==> src/rtl/sram_arb_pkg.sv <==
// ---------------------------------------------------------------------------
// sram_arb_pkg
// Shared types, constants and lane helpers for the AXI SRAM arbiter.
//   arb_state_e  : arbiter FSM states (IDLE, WR, RD)
//   chan_e       : channel identity used for round-robin bookkeeping
//   SIZE_B/H/W   : AxSIZE encodings for byte, halfword and word beats
//   rd_tag_t     : per-beat tag carried down the read-return pipe
//   be_gen       : byte enables for a beat of given size at addr[1:0]
//   lane_replicate : replicates right-justified write data across lanes
//   lane_extract : pulls a right-justified, zero-extended value out of a word
// ---------------------------------------------------------------------------
package sram_arb_pkg;

    typedef enum logic [1:0] {
        IDLE = 2'd0,
        WR   = 2'd1,
        RD   = 2'd2
    } arb_state_e;

    typedef enum logic {
        WRITE = 1'b0,
        READ  = 1'b1
    } chan_e;

    localparam logic [2:0] SIZE_B = 3'd0;
    localparam logic [2:0] SIZE_H = 3'd1;
    localparam logic [2:0] SIZE_W = 3'd2;

    typedef struct packed {
        logic       valid;
        logic [1:0] addr_lo;
        logic [2:0] size;
    } rd_tag_t;

    // Halfwords always sit on an even lane pair, so addr[0] is dropped there.
    function automatic logic [3:0] be_gen(input logic [2:0] size, input logic [1:0] addr_lo);
        logic [3:0] be;
        case (size)
            SIZE_B:  be = 4'b0001 << addr_lo;
            SIZE_H:  be = 4'b0011 << {addr_lo[1], 1'b0};
            SIZE_W:  be = 4'hF;
            default: be = 4'hF;
        endcase
        return be;
    endfunction

    function automatic logic [31:0] lane_replicate(input logic [2:0] size, input logic [31:0] data);
        logic [31:0] rep;
        case (size)
            SIZE_B:  rep = {4{data[7:0]}};
            SIZE_H:  rep = {2{data[15:0]}};
            default: rep = data;
        endcase
        return rep;
    endfunction

    function automatic logic [31:0] lane_extract(input logic [31:0] word, input logic [2:0] size,
                                                 input logic [1:0] addr_lo);
        logic [31:0] shifted;
        logic [31:0] value;
        shifted = word >> {addr_lo, 3'b000};
        case (size)
            SIZE_B:  value = {24'h0, shifted[7:0]};
            SIZE_H:  value = {16'h0, shifted[15:0]};
            default: value = shifted;
        endcase
        return value;
    endfunction

endpackage

==> src/rtl/sram_lane_align.sv <==
// ---------------------------------------------------------------------------
// sram_lane_align
// Purely combinational lane steering between the AXI channels and the SRAM.
//   acc_size/acc_addr_lo/acc_wdata : beat being issued to the SRAM
//   acc_be/acc_wdata_rep           : byte enables and lane-replicated data
//   rd_size/rd_addr_lo/rd_word     : tag of the returning read and raw SRAM word
//   rd_data                        : right-justified, zero-extended read value
// ---------------------------------------------------------------------------
module sram_lane_align
    import sram_arb_pkg::*;
(
    input  logic [2:0]  acc_size,
    input  logic [1:0]  acc_addr_lo,
    input  logic [31:0] acc_wdata,
    output logic [3:0]  acc_be,
    output logic [31:0] acc_wdata_rep,
    input  logic [2:0]  rd_size,
    input  logic [1:0]  rd_addr_lo,
    input  logic [31:0] rd_word,
    output logic [31:0] rd_data
);

    assign acc_be        = be_gen(acc_size, acc_addr_lo);
    assign acc_wdata_rep = lane_replicate(acc_size, acc_wdata);
    assign rd_data       = lane_extract(rd_word, rd_size, rd_addr_lo);

endmodule

==> src/rtl/axi_sram_arbiter.sv <==
// ---------------------------------------------------------------------------
// axi_sram_arbiter
// Shares one single-port 32-bit SRAM between the AXI write and read channels.
// The whole SRAM is granted to one channel per burst; ties alternate
// round-robin. SRAM strobes are registered; read data returns RD_LATENCY+1
// cycles after the beat is accepted.
//   ACLK, ARESET                       : clock, asynchronous active-high reset
//   w_req/w_en/w_last/w_size/w_addr/w_data : write channel beat interface
//   w_gnt                              : write channel owns the SRAM
//   r_req/r_en/r_last/r_size/r_addr    : read channel beat interface
//   r_gnt                              : read channel owns the SRAM
//   r_rvalid/r_rdata                   : returned read data
//   sram_cs/we/addr/be/wdata/rdata     : SRAM macro interface
// ---------------------------------------------------------------------------
module axi_sram_arbiter
    import sram_arb_pkg::*;
#(
    parameter int ADDR_WIDTH = 16,
    parameter int DATA_WIDTH = 32,
    parameter int RD_LATENCY = 1
) (
    input  logic                  ACLK,
    input  logic                  ARESET,
    input  logic                  w_req,
    input  logic                  w_en,
    input  logic                  w_last,
    input  logic [2:0]            w_size,
    input  logic [ADDR_WIDTH-1:0] w_addr,
    input  logic [DATA_WIDTH-1:0] w_data,
    output logic                  w_gnt,
    input  logic                  r_req,
    input  logic                  r_en,
    input  logic                  r_last,
    input  logic [2:0]            r_size,
    input  logic [ADDR_WIDTH-1:0] r_addr,
    output logic                  r_gnt,
    output logic                  r_rvalid,
    output logic [DATA_WIDTH-1:0] r_rdata,
    output logic                  sram_cs,
    output logic                  sram_we,
    output logic [ADDR_WIDTH-3:0] sram_addr,
    output logic [3:0]            sram_be,
    output logic [DATA_WIDTH-1:0] sram_wdata,
    input  logic [DATA_WIDTH-1:0] sram_rdata
);

    arb_state_e            state;
    arb_state_e            state_next;
    chan_e                 last_grant;
    chan_e                 last_grant_next;
    logic                  w_acc;
    logic                  r_acc;
    logic [2:0]            acc_size;
    logic [ADDR_WIDTH-1:0] acc_addr;
    logic [3:0]            acc_be;
    logic [31:0]           acc_wdata_rep;
    rd_tag_t               rd_pipe [RD_LATENCY+1];
    rd_tag_t               rd_tail;
    logic [31:0]           rd_data;

    // Grants decode straight from the state register so they drop the
    // instant reset is applied.
    assign w_gnt = (state == WR);
    assign r_gnt = (state == RD);
    assign w_acc = w_gnt & w_en;
    assign r_acc = r_gnt & r_en;

    // Only one grant is ever active, so the accepted beat selects the lane source.
    assign acc_size = r_acc ? r_size : w_size;
    assign acc_addr = r_acc ? r_addr : w_addr;

    always_ff @(posedge ACLK or posedge ARESET) begin
        if (ARESET) begin
            state      <= IDLE;
            last_grant <= READ;
        end else begin
            state      <= state_next;
            last_grant <= last_grant_next;
        end
    end

    // A finishing burst hands over directly to a waiting channel so switching
    // costs no idle cycle; a request dropped without last aborts to IDLE.
    always_comb begin
        state_next      = state;
        last_grant_next = last_grant;
        case (state)
            IDLE: begin
                if (w_req && (!r_req || last_grant == READ)) begin
                    state_next = WR;
                end else if (r_req) begin
                    state_next = RD;
                end
            end
            WR: begin
                if (w_acc && w_last) begin
                    last_grant_next = WRITE;
                    state_next      = r_req ? RD : IDLE;
                end else if (!w_req) begin
                    state_next = IDLE;
                end
            end
            RD: begin
                if (r_acc && r_last) begin
                    last_grant_next = READ;
                    state_next      = w_req ? WR : IDLE;
                end else if (!r_req) begin
                    state_next = IDLE;
                end
            end
            default: state_next = IDLE;
        endcase
    end

    sram_lane_align u_lane_align (
        .acc_size      (acc_size),
        .acc_addr_lo   (acc_addr[1:0]),
        .acc_wdata     (w_data),
        .acc_be        (acc_be),
        .acc_wdata_rep (acc_wdata_rep),
        .rd_size       (rd_tail.size),
        .rd_addr_lo    (rd_tail.addr_lo),
        .rd_word       (sram_rdata),
        .rd_data       (rd_data)
    );

    // Address, enables and write data hold between accesses; the write data
    // register only moves on write beats.
    always_ff @(posedge ACLK or posedge ARESET) begin
        if (ARESET) begin
            sram_cs    <= 1'b0;
            sram_we    <= 1'b0;
            sram_addr  <= '0;
            sram_be    <= '0;
            sram_wdata <= '0;
        end else begin
            sram_cs <= w_acc | r_acc;
            if (w_acc | r_acc) begin
                sram_we   <= w_acc;
                sram_addr <= acc_addr[ADDR_WIDTH-1:2];
                sram_be   <= acc_be;
            end
            if (w_acc) begin
                sram_wdata <= acc_wdata_rep;
            end
        end
    end

    // The read-return pipe runs regardless of FSM state, so reads still in
    // flight when a write takes over complete normally.
    always_ff @(posedge ACLK or posedge ARESET) begin
        if (ARESET) begin
            for (int i = 0; i <= RD_LATENCY; i++) begin
                rd_pipe[i] <= '0;
            end
        end else begin
            rd_pipe[0] <= rd_tag_t'({r_acc, r_addr[1:0], r_size});
            for (int i = 1; i <= RD_LATENCY; i++) begin
                rd_pipe[i] <= rd_pipe[i-1];
            end
        end
    end

    assign rd_tail  = rd_pipe[RD_LATENCY];
    assign r_rvalid = rd_tail.valid;
    assign r_rdata  = rd_tail.valid ? rd_data : '0;

endmodule
==> config.mk <==
export PLATFORM = sky130hd
export DESIGN_NAME = axi_sram_arbiter
export DESIGN_NICKNAME = d
export VERILOG_FILES = /design/src/rtl/sram_arb_pkg.sv /design/src/rtl/sram_lane_align.sv /design/src/rtl/axi_sram_arbiter.sv
export SDC_FILE = /design/constraint.sdc
export NUM_CORES = 1
export LEC_CHECK = 0
export CORE_ASPECT_RATIO = 0.8
export CORE_MARGIN = 2
export CORE_UTILIZATION = 39
export DETAILED_ROUTE_END_ITERATION = 10
export GPL_TIMING_DRIVEN = 0
export PLACE_DENSITY = 0.89
export SYNTH_ARGS = -nofsm -noshare
export SYNTH_HDL_FRONTEND = slang
export SYNTH_SLANG_ARGS = --single-unit
==> constraint.sdc <==
create_clock -name ACLK -period 3.1 [get_ports ACLK]
set_input_delay 0.93 -clock ACLK [delete_from_list [all_inputs] [get_ports ACLK]]
set_output_delay 0.93 -clock ACLK [all_outputs]
set_load 0.02 [all_outputs]
==> results.txt, run 1 <==
----------------------------------------------------
[Power and ir drop]
  Switch share ... between 30% and 40%
  Clock Power Share ... between 20 and 25%
  Internal power summed over all cells ... about 0.0031 W
  Sequential power share ... between 20% and 30%
  Net switching power figure ... ~0.0020 W
  Worst vdd ir ... 0.534 mV
  Cell Pwr Density ... approximately 840 nW/um^2
  Static Leak ... slightly below 3 nW
  Power share of the combinational group ... 50.2%

[Setup path]
  Kind of end point of the critical path ... output pin
  Destination of the worst register-to-register timing path ... sram_wdata[26]$_DFFE_PP0N_
  WS Path Type ... input pin to output pin
  Number of buffer and inverter instances along the worst setup path ... 2
  Setup slack of the most critical reg-to-reg path ... around 1.1 ns
  Cells along the critical path ... clkdlybuf4s50_1, mux2_2, o211a_1, clkdlybuf4s15_1
  Worst path depth ... 4
  Delay of the slowest cell on the worst path ... ~0.45 ns
  Setup crit start ... sram_rdata[19]
  Worst-path fanout max ... 3
  Number of cell instances on the worst register-to-register path ... 6
  Worst Path Required ... between 2 and 2.5 ns
  Endpoint arrival time on the critical path ... 2.14 ns
  Crit-path leading delay family ... buffers and inverters
  End of the critical path ... r_rdata[3]
  Critical register-to-register path startpoint ... state[0]$_DFFE_PP0P_
  Worst-path cell with the longest stage delay ... clkdlybuf4s50_1
  Startpoint Class ... input pin

[Floorplan]
  I/O Pins ... approximately 200
  Height of the die ... about 90 um
  Site row count ... 31
  Std-Cell Core Area ... 9040 um^2
  Die ar. ... 10100 um^2
  Die boundary width ... 112 um
  Starting density of the core ... about 40%

[Drt]
  Iteration count of the initial detailed-routing pass ... 5
  Via density per instance ... 5.29
  Drt drc ... 0
  Routed Wire Length ... about 13000 um
  Wire length per cell ... 17.5 um
  Count of nets left with antenna violations after detail routing ... 0
  DR iter-0 viols ... roughly 240
  Vias ... between 3000 and 4000

[Clock network]
  Clock tree from TritonCTS ... yes
  Hold buffer count at cts ... 0
  CTS H-tree depth ... 3
  Clock slew seen by the registers of the worst setup and hold paths ... around 0.060 ns
  Clk Latency, worst-skew pair ... roughly 0.32 ns
  Count of clock tree sinks ... between 60 and 70
  Root buffer selected by CTS ... clkbuf_16
  Buffer levels on the longest clock path ... 2
  Number of buffers inserted during clock tree synthesis ... 9

[Finish]
  Non-filler instance count after layout ... 730
  Synth-to-Final Area Change ... 66.4%
  Share of layout cells above drive strength 1 ... 10.4%
  Fin nets ... 724
  Number of antenna repair diodes ... 0
  Number of filler cells placed in the layout ... roughly 710

[Synth]
  Mapped Cells ... 398
  Flops & latches, synth ... 67
  Net Count, Synth ... 512
  Sequential area share after synthesis ... between 40 and 50%
  Post-synthesis cell area ... between 3000 and 4000 um^2
  Dominant register cell in the synthesized netlist ... dfrtp_1
  Async SR Flop Fraction ... 100%
  Number of enable-type register cells in the synthesized netlist ... 0
  Yosys cell types ... 37
  Number of warning messages in the yosys log ... 0
  Average cell area after synthesis ... roughly 9.1 um^2

[GRT]
  Antenna violations before repair ... 0
  Met1 track demand over resource ... 27.9%
  Number of global-route vias before repair ... about 3900
  Met3 usage ... under 10%
  GR met2 Demand/Resource ... between 40% and 50%
  Leftover overflow at the end of global routing ... 0
  Global routing usage summed across all routing layers ... between 20% and 30%
  Global-route layer with the greatest usage ... met2
  First-pass GRT wire length ... ~20000 um
  Maximum number of pins on one net before global-route repair ... 43

[Place]
  HPWL after detailed placement ... just under 10000 um
  Pre-CTS WS ... -0.308 ns
  Count of input and output buffers ... between 150 and 200
  Placed Cells incl. Taps ... between 700 and 800
  Routability congestion estimate from global placement ... 0.913

[Timing]
  Hold violation total from the final report ... 0
  Unrepaired setup endpoints after global routing ... no
  Max-slew headroom at the worst pin ... about half
  Final worst-path setup slack ... roughly 0.025 ns
  Crit path time final ... between 3 and 4 ns
  Endpoints failing setup ... 0
  Worst setup skew after layout ... about 0.0085 ns
  Maximum operating frequency ... between 300 and 400 MHz
  Number of max-slew violations in the final report ... 0
  Post-route fraction of the period consumed by the critical path ... ~100%
  Slew at the pin closest to its max-slew limit ... around 0.7 ns

[Min path]
  Startpoint of the worst hold path ... rd_pipe[10]$_DFF_PP0_
  Hold Path Class ... flop to flop

[Outcome]
  Run status ... finished, final reports clean

[Flow run]
  # Max-Cap Violations ... 0

----------------------------------------------------
==> cells by family after synthesis <==
family,count (synthesis),synth area share [%]
AND/OR/NAND/NOR,164,19.1
AO/OA/AOI/OAI,78,14.3
flip-flops,67,46.4
multiplexers,52,14.8
buffers and inverters,33,4.15
adder cells (fa/ha/maj),4,1.38
==> per-layer routing <==
metal  part of all wire, %  routed length (um)
met4                   1.2                 157
met2                    51                6530
met1                    38                4890
met3                   9.4                1200
met5                     0                   0
==> layout by cell type (no fill, tap or decap), types with 2 or more instances in the layout <==
cell,synthesis,final
buf_4,2,6
ha_1,4,4
nor2_1,42,41
nor2b_1,2,2
mux2_2,7,7
dlygate4sd2_1,0,11
a31oi_1,18,18
clkbuf_16,0,9
nand2b_1,2,2
inv_1,6,5
o211a_1,8,8
clkinv_2,0,2
o211ai_1,9,9
o21ai_1,21,21
and2_1,10,10
clkdlybuf4s15_1,0,2
clkbuf_2,0,10
buf_2,9,12
mux2i_1,41,40
dlymetal6s2s_1,0,5
clkbuf_1,12,13
a21oi_1,14,14
nand2_1,94,94
clkbuf_8,0,2
mux2_1,4,4
dfrtp_1,66,66
nand3_1,9,9
inv_2,2,3
clkdlybuf4s50_1,0,164
==> Yosys cell counts (all sizes together) (2+ instances only) <==
cell	instances	area, um^2
nand2	95	359
dfrtp	66	1650
nor2	42	158
mux2i	41	410
o21ai	22	110
a31oi	18	113
a21oi	14	70.1
buf	13	75.1
clkbuf	12	45.0
mux2	11	124
and2	10	62.6
nand3	9	45.0
o211ai	9	67.6
inv	8	30.0
o211a	8	80.1
ha	4	50.1
a211oi	2	20.0
nand2b	2	12.5
nor2b	2	12.5
==> area by class of cell <==
type                            count  area (um^2)  area share, %
Buffer                             25          123           2.04
Multi-Input combinational cell    298         1800           29.9
Inverter                            8         30.0          0.499
Clock buffer                       12          256           4.26
Sequential cell                    67         1680           27.9
Tap cell                          115          144           2.39
Clock inverter                      4         48.8          0.810
Timing Repair Buffer              201         1940           32.2
==> worst min path at each step <==
stage,endpoint,depth (start not counted)
2_1_floorplan,r_rvalid$_DFF_PP0_,0
3_3_place_gp,r_rvalid$_DFF_PP0_,0
3_5_place_dp,r_rvalid$_DFF_PP0_,0
4_1_cts,rd_pipe[4]$_DFF_PP0_,0
5_1_grt,rd_pipe[4]$_DFF_PP0_,0
6_report,rd_pipe[4]$_DFF_PP0_,0
==> flip-flops by register name (all words and copies together), names as in the netlist <==
signal and flops:
sram_cs 1, sram_be 4, sram_addr 14, state 2
last_grant 1, rd_pipe 11, r_rvalid 1, sram_we 1
sram_wdata 32
==> repair_timing <==
item / 4_1_cts / 5_1_grt
gates resized for setup: 42 / 28
setup buffers: 3 / 1
pin swaps: 2 / 0
setup endpoints to repair: 32 / 21
==> per-stage QoR <==
step	area [um^2]	setup TNS (ns)	hold WS, ns	total power, W	util (%)
6_report	6020	0	0.339	0.00505	66.6
5_1_grt	6020	0	0.341	0.00534	66.6
4_1_cts	6060	0	0.344	0.00509	67.0
3_5_place_dp	5740	-4.66	0.337	0.00403	63.5
3_3_place_gp	5720	-43.82	0.332	0.00395	63.3
2_1_floorplan	3620	0	0.331	0.00278	-
==> worst reg2reg max path, stage by stage, from the launching register on <==
cell      delay [ns]
dfrtp_1         0.40
inv_1           0.08
ha_1            0.23
buf_6           0.15
and4bb_4        0.22
o21ai_1         0.58
o211ai_1        0.21
==> power groups by stage <==
stage	Clock (W)	Sequential, W	Combinational [W]
2_1_floorplan	0	0.00189	0.000887
3_3_place_gp	0	0.00146	0.00249
3_5_place_dp	0	0.00148	0.00255
4_1_cts	0.00105	0.00148	0.00255
5_1_grt	0.00109	0.00153	0.00272
6_report	0.00104	0.00148	0.00254
(Power assumes the default switching activity.)
==> inputs of run 2 (changes only) <==
SLEW_MARGIN = 20   (was default)
==> results.txt, run 2 (same netlist as run 1, synthesis figures left out) <==
----------------------------------------------------
[Timing]
  Unrepaired setup endpoints after global routing ... no
  Number of max-slew violations in the final report ... 0 (unchanged)
  Post-route fraction of the period consumed by the critical path ... 99.1% (about the same)
  Final-layout worst hold slack ... 0.345 ns (+0.00520 ns)
  Worst setup skew after layout ... 0.00433 ns (-0.00421 ns)
  Slew at the pin closest to its max-slew limit ... 1.03 ns (+0.317 ns)
  Endpoints failing setup ... 0 (unchanged)
  Crit path time final ... 3.07 ns (-0.00222 ns)
  Hold violation total from the final report ... 0 (unchanged)
  Maximum operating frequency ... 325 MHz (about the same)
  Max-slew headroom at the worst pin ... 30.5% (-21 points)

[Drt]
  Routed Wire Length ... 12600 um (-1.3%)
  Iteration count of the initial detailed-routing pass ... 4 (-1)
  DR iter-0 viols ... 189 (-22%)
  Via density per instance ... 5.21 (-1.5%)
  Vias ... 3799 (-1.6%)
  Count of nets left with antenna violations after detail routing ... 0 (unchanged)
  Wire length per cell ... 17.3 um (-1.2%)
  Drt drc ... 0 (unchanged)

[Min path]
  Hold Path Class ... flop to flop
  Depth of the worst hold-timing path ... 0 (unchanged)

[Finish]
  Share of layout cells above drive strength 1 ... 9.77% (-0.63 points)
  Synth-to-Final Area Change ... 66.4% (about the same)
  Register with the most flip-flops ... sram_wdata
  Max reg flops ... 32 (unchanged)
  Leading cell type in the layout, fill and taps excluded ... clkdlybuf4s50_1
  Non-filler instance count after layout ... 729 (-0.14%)
  Fin nets ... 723 (-0.14%)
  Commonest cells after routing, fill and taps aside ... clkdlybuf4s50_1, nand2_1, dfrtp_1
  Number of antenna repair diodes ... 0 (unchanged)
  Regs by FF count ... sram_wdata: 32 flops, sram_addr: 14 flops, rd_pipe: 11 flops

[Floorplan]
  I/O Pins ... 197 (unchanged)
  Std-Cell Core Area ... 9040 um^2 (unchanged)
  Height of the die ... 90.1 um (unchanged)
  Starting density of the core ... 40.0% (unchanged)
  Die ar. ... 10100 um^2 (unchanged)
  Site row count ... 31 (unchanged)
  Die boundary width ... 112 um (unchanged)

[Power and ir drop]
  Worst vdd ir ... 0.574 mV (+7.5%)
  Static Leak ... 2.90 nW (-1.5%)
  Cell Pwr Density ... 843 nW/um^2 (+0.44%)

[Clock network]
  Root buffer selected by CTS ... clkbuf_16
  Buffer levels on the longest clock path ... 2 (unchanged)
  Count of clock tree sinks ... 67 (unchanged)
  Clock slew seen by the registers of the worst setup and hold paths ... 0.05 ns (about the same)
  CTS H-tree depth ... 3 (unchanged)
  Clock tree from TritonCTS ... yes
  Number of buffers inserted during clock tree synthesis ... 9 (unchanged)
  Clk Latency, worst-skew pair ... 0.33 ns (about the same)
  Hold buffer count at cts ... 0 (unchanged)

[Outcome]
  Run status ... finished, final reports clean

[Setup path]
  Cells along the critical path ... clkdlybuf4s50_1, and2_1, clkdlybuf4s50_1
  Delay of the slowest cell on the worst path ... 0.60 ns (+0.15 ns)
  Worst-path fanout max ... 3 (unchanged)
  Kind of end point of the critical path ... output pin
  WS Path Type ... input pin to output pin
  Most frequent cell on the critical path ... clkdlybuf4s50_1
  Endpoint arrival time on the critical path ... 2.14 ns (about the same)
  Worst-path cell with the longest stage delay ... clkdlybuf4s50_1
  Startpoint Class ... input pin
  Setup slack of the most critical reg-to-reg path ... 0.99 ns (-0.08 ns)
  Number of cell instances on the worst register-to-register path ... 6 (unchanged)
  Worst Path Required ... 2.17 ns (about the same)

[GRT]
  Number of global-route vias before repair ... 3957 (+0.79%)
  Maximum number of pins on one net before global-route repair ... 43 (unchanged)
  Global routing usage summed across all routing layers ... 25.1% (+0.22 points)
  First-pass GRT wire length ... 20000 um (about the same)
  Antenna violations before repair ... 0 (unchanged)
  Leftover overflow at the end of global routing ... 0 (unchanged)

[Place]
  Count of input and output buffers ... 196 (unchanged)
  Placed Cells incl. Taps ... 710 (unchanged)
  HPWL after detailed placement ... 9740 um (-0.20%)
  Routability congestion estimate from global placement ... 0.913 (unchanged)

[Flow run]
  # Max-Cap Violations ... 0 (unchanged)

----------------------------------------------------
-- run 2: layout make-up --
class | count | area (um^2)
well taps | 115 | 144
clock inverters | 5 | 77.6
plain buffers | 25 | 120
multi-input cells | 298 | 1800
repair buffers | 200 | 1940
clock buffers | 11 | 233
fillers | 731 | 3020
inverters | 8 | 32.5
flip-flops and latches | 67 | 1680
-- run 2: path summary, 6_finish.rpt --
path,to,startpoint
hold / removal,r_rvalid$_DFF_PP0_,rd_pipe[11]$_DFF_PP0_
setup reg to reg,sram_wdata[26]$_DFFE_PP0N_,state[0]$_DFFE_PP0P_
min in group asynchronous,sram_addr[6]$_DFFE_PP0P_,ARESET
max in group asynchronous,sram_wdata[13]$_DFFE_PP0N_,ARESET
setup / recovery,r_rdata[29],sram_rdata[29]
hold reg to reg,r_rvalid$_DFF_PP0_,rd_pipe[11]$_DFF_PP0_
-- run 2: timing repair --
| item | 4_1_cts | 5_1_grt |
|---|---|---|
| resized for setup | 43 | 22 |
| endpoints found under the hold margin | 0 | 0 |
| buffers inserted | 2 | 1 |
| endpoints found under the setup margin | 32 | 18 |
| pin swaps | 2 | 0 |
-- run 2: where the power goes --
group / switching (W) / total, W / internal [W]
logic: 0.00136 / 0.00253 / 0.00117
registers: 0.000215 / 0.00147 / 0.00126
clock network: 0.000373 / 0.00107 / 0.000701
total: 0.00195 / 0.00507 / 0.00313
-- run 2: critical path: cells and delay by family --
| kind | cells | cell delay, ns |
|---|---|---|
| buffers and inverters | 2 | 1.09 |
| and+or+nand+nor | 1 | 0.12 |
-- run 2: metrics by stage --
stage	setup TNS, ns	setup WS (ns)	utilization (%)	power, W	area [um^2]
after detailed placement	-4.69	-0.321	63.6	0.00404	5750
after CTS	0	0.000296	67.0	0.00512	6060
after floorplan	0	0.488	-	0.00278	3620
after global routing	0	0.000566	66.6	0.00537	6020
after global placement	-43.82	-0.606	63.3	0.00395	5720
final	0	0.0276	66.6	0.00507	6020
-- run 2: per-layer routing --
metal / GRT usage [%] / routed length [um]
met1: 27.7 / 4820
met2: 44.7 / 6420
met3: 8.83 / 1170
met4: 9.26 / 199
met5: 0 / 0
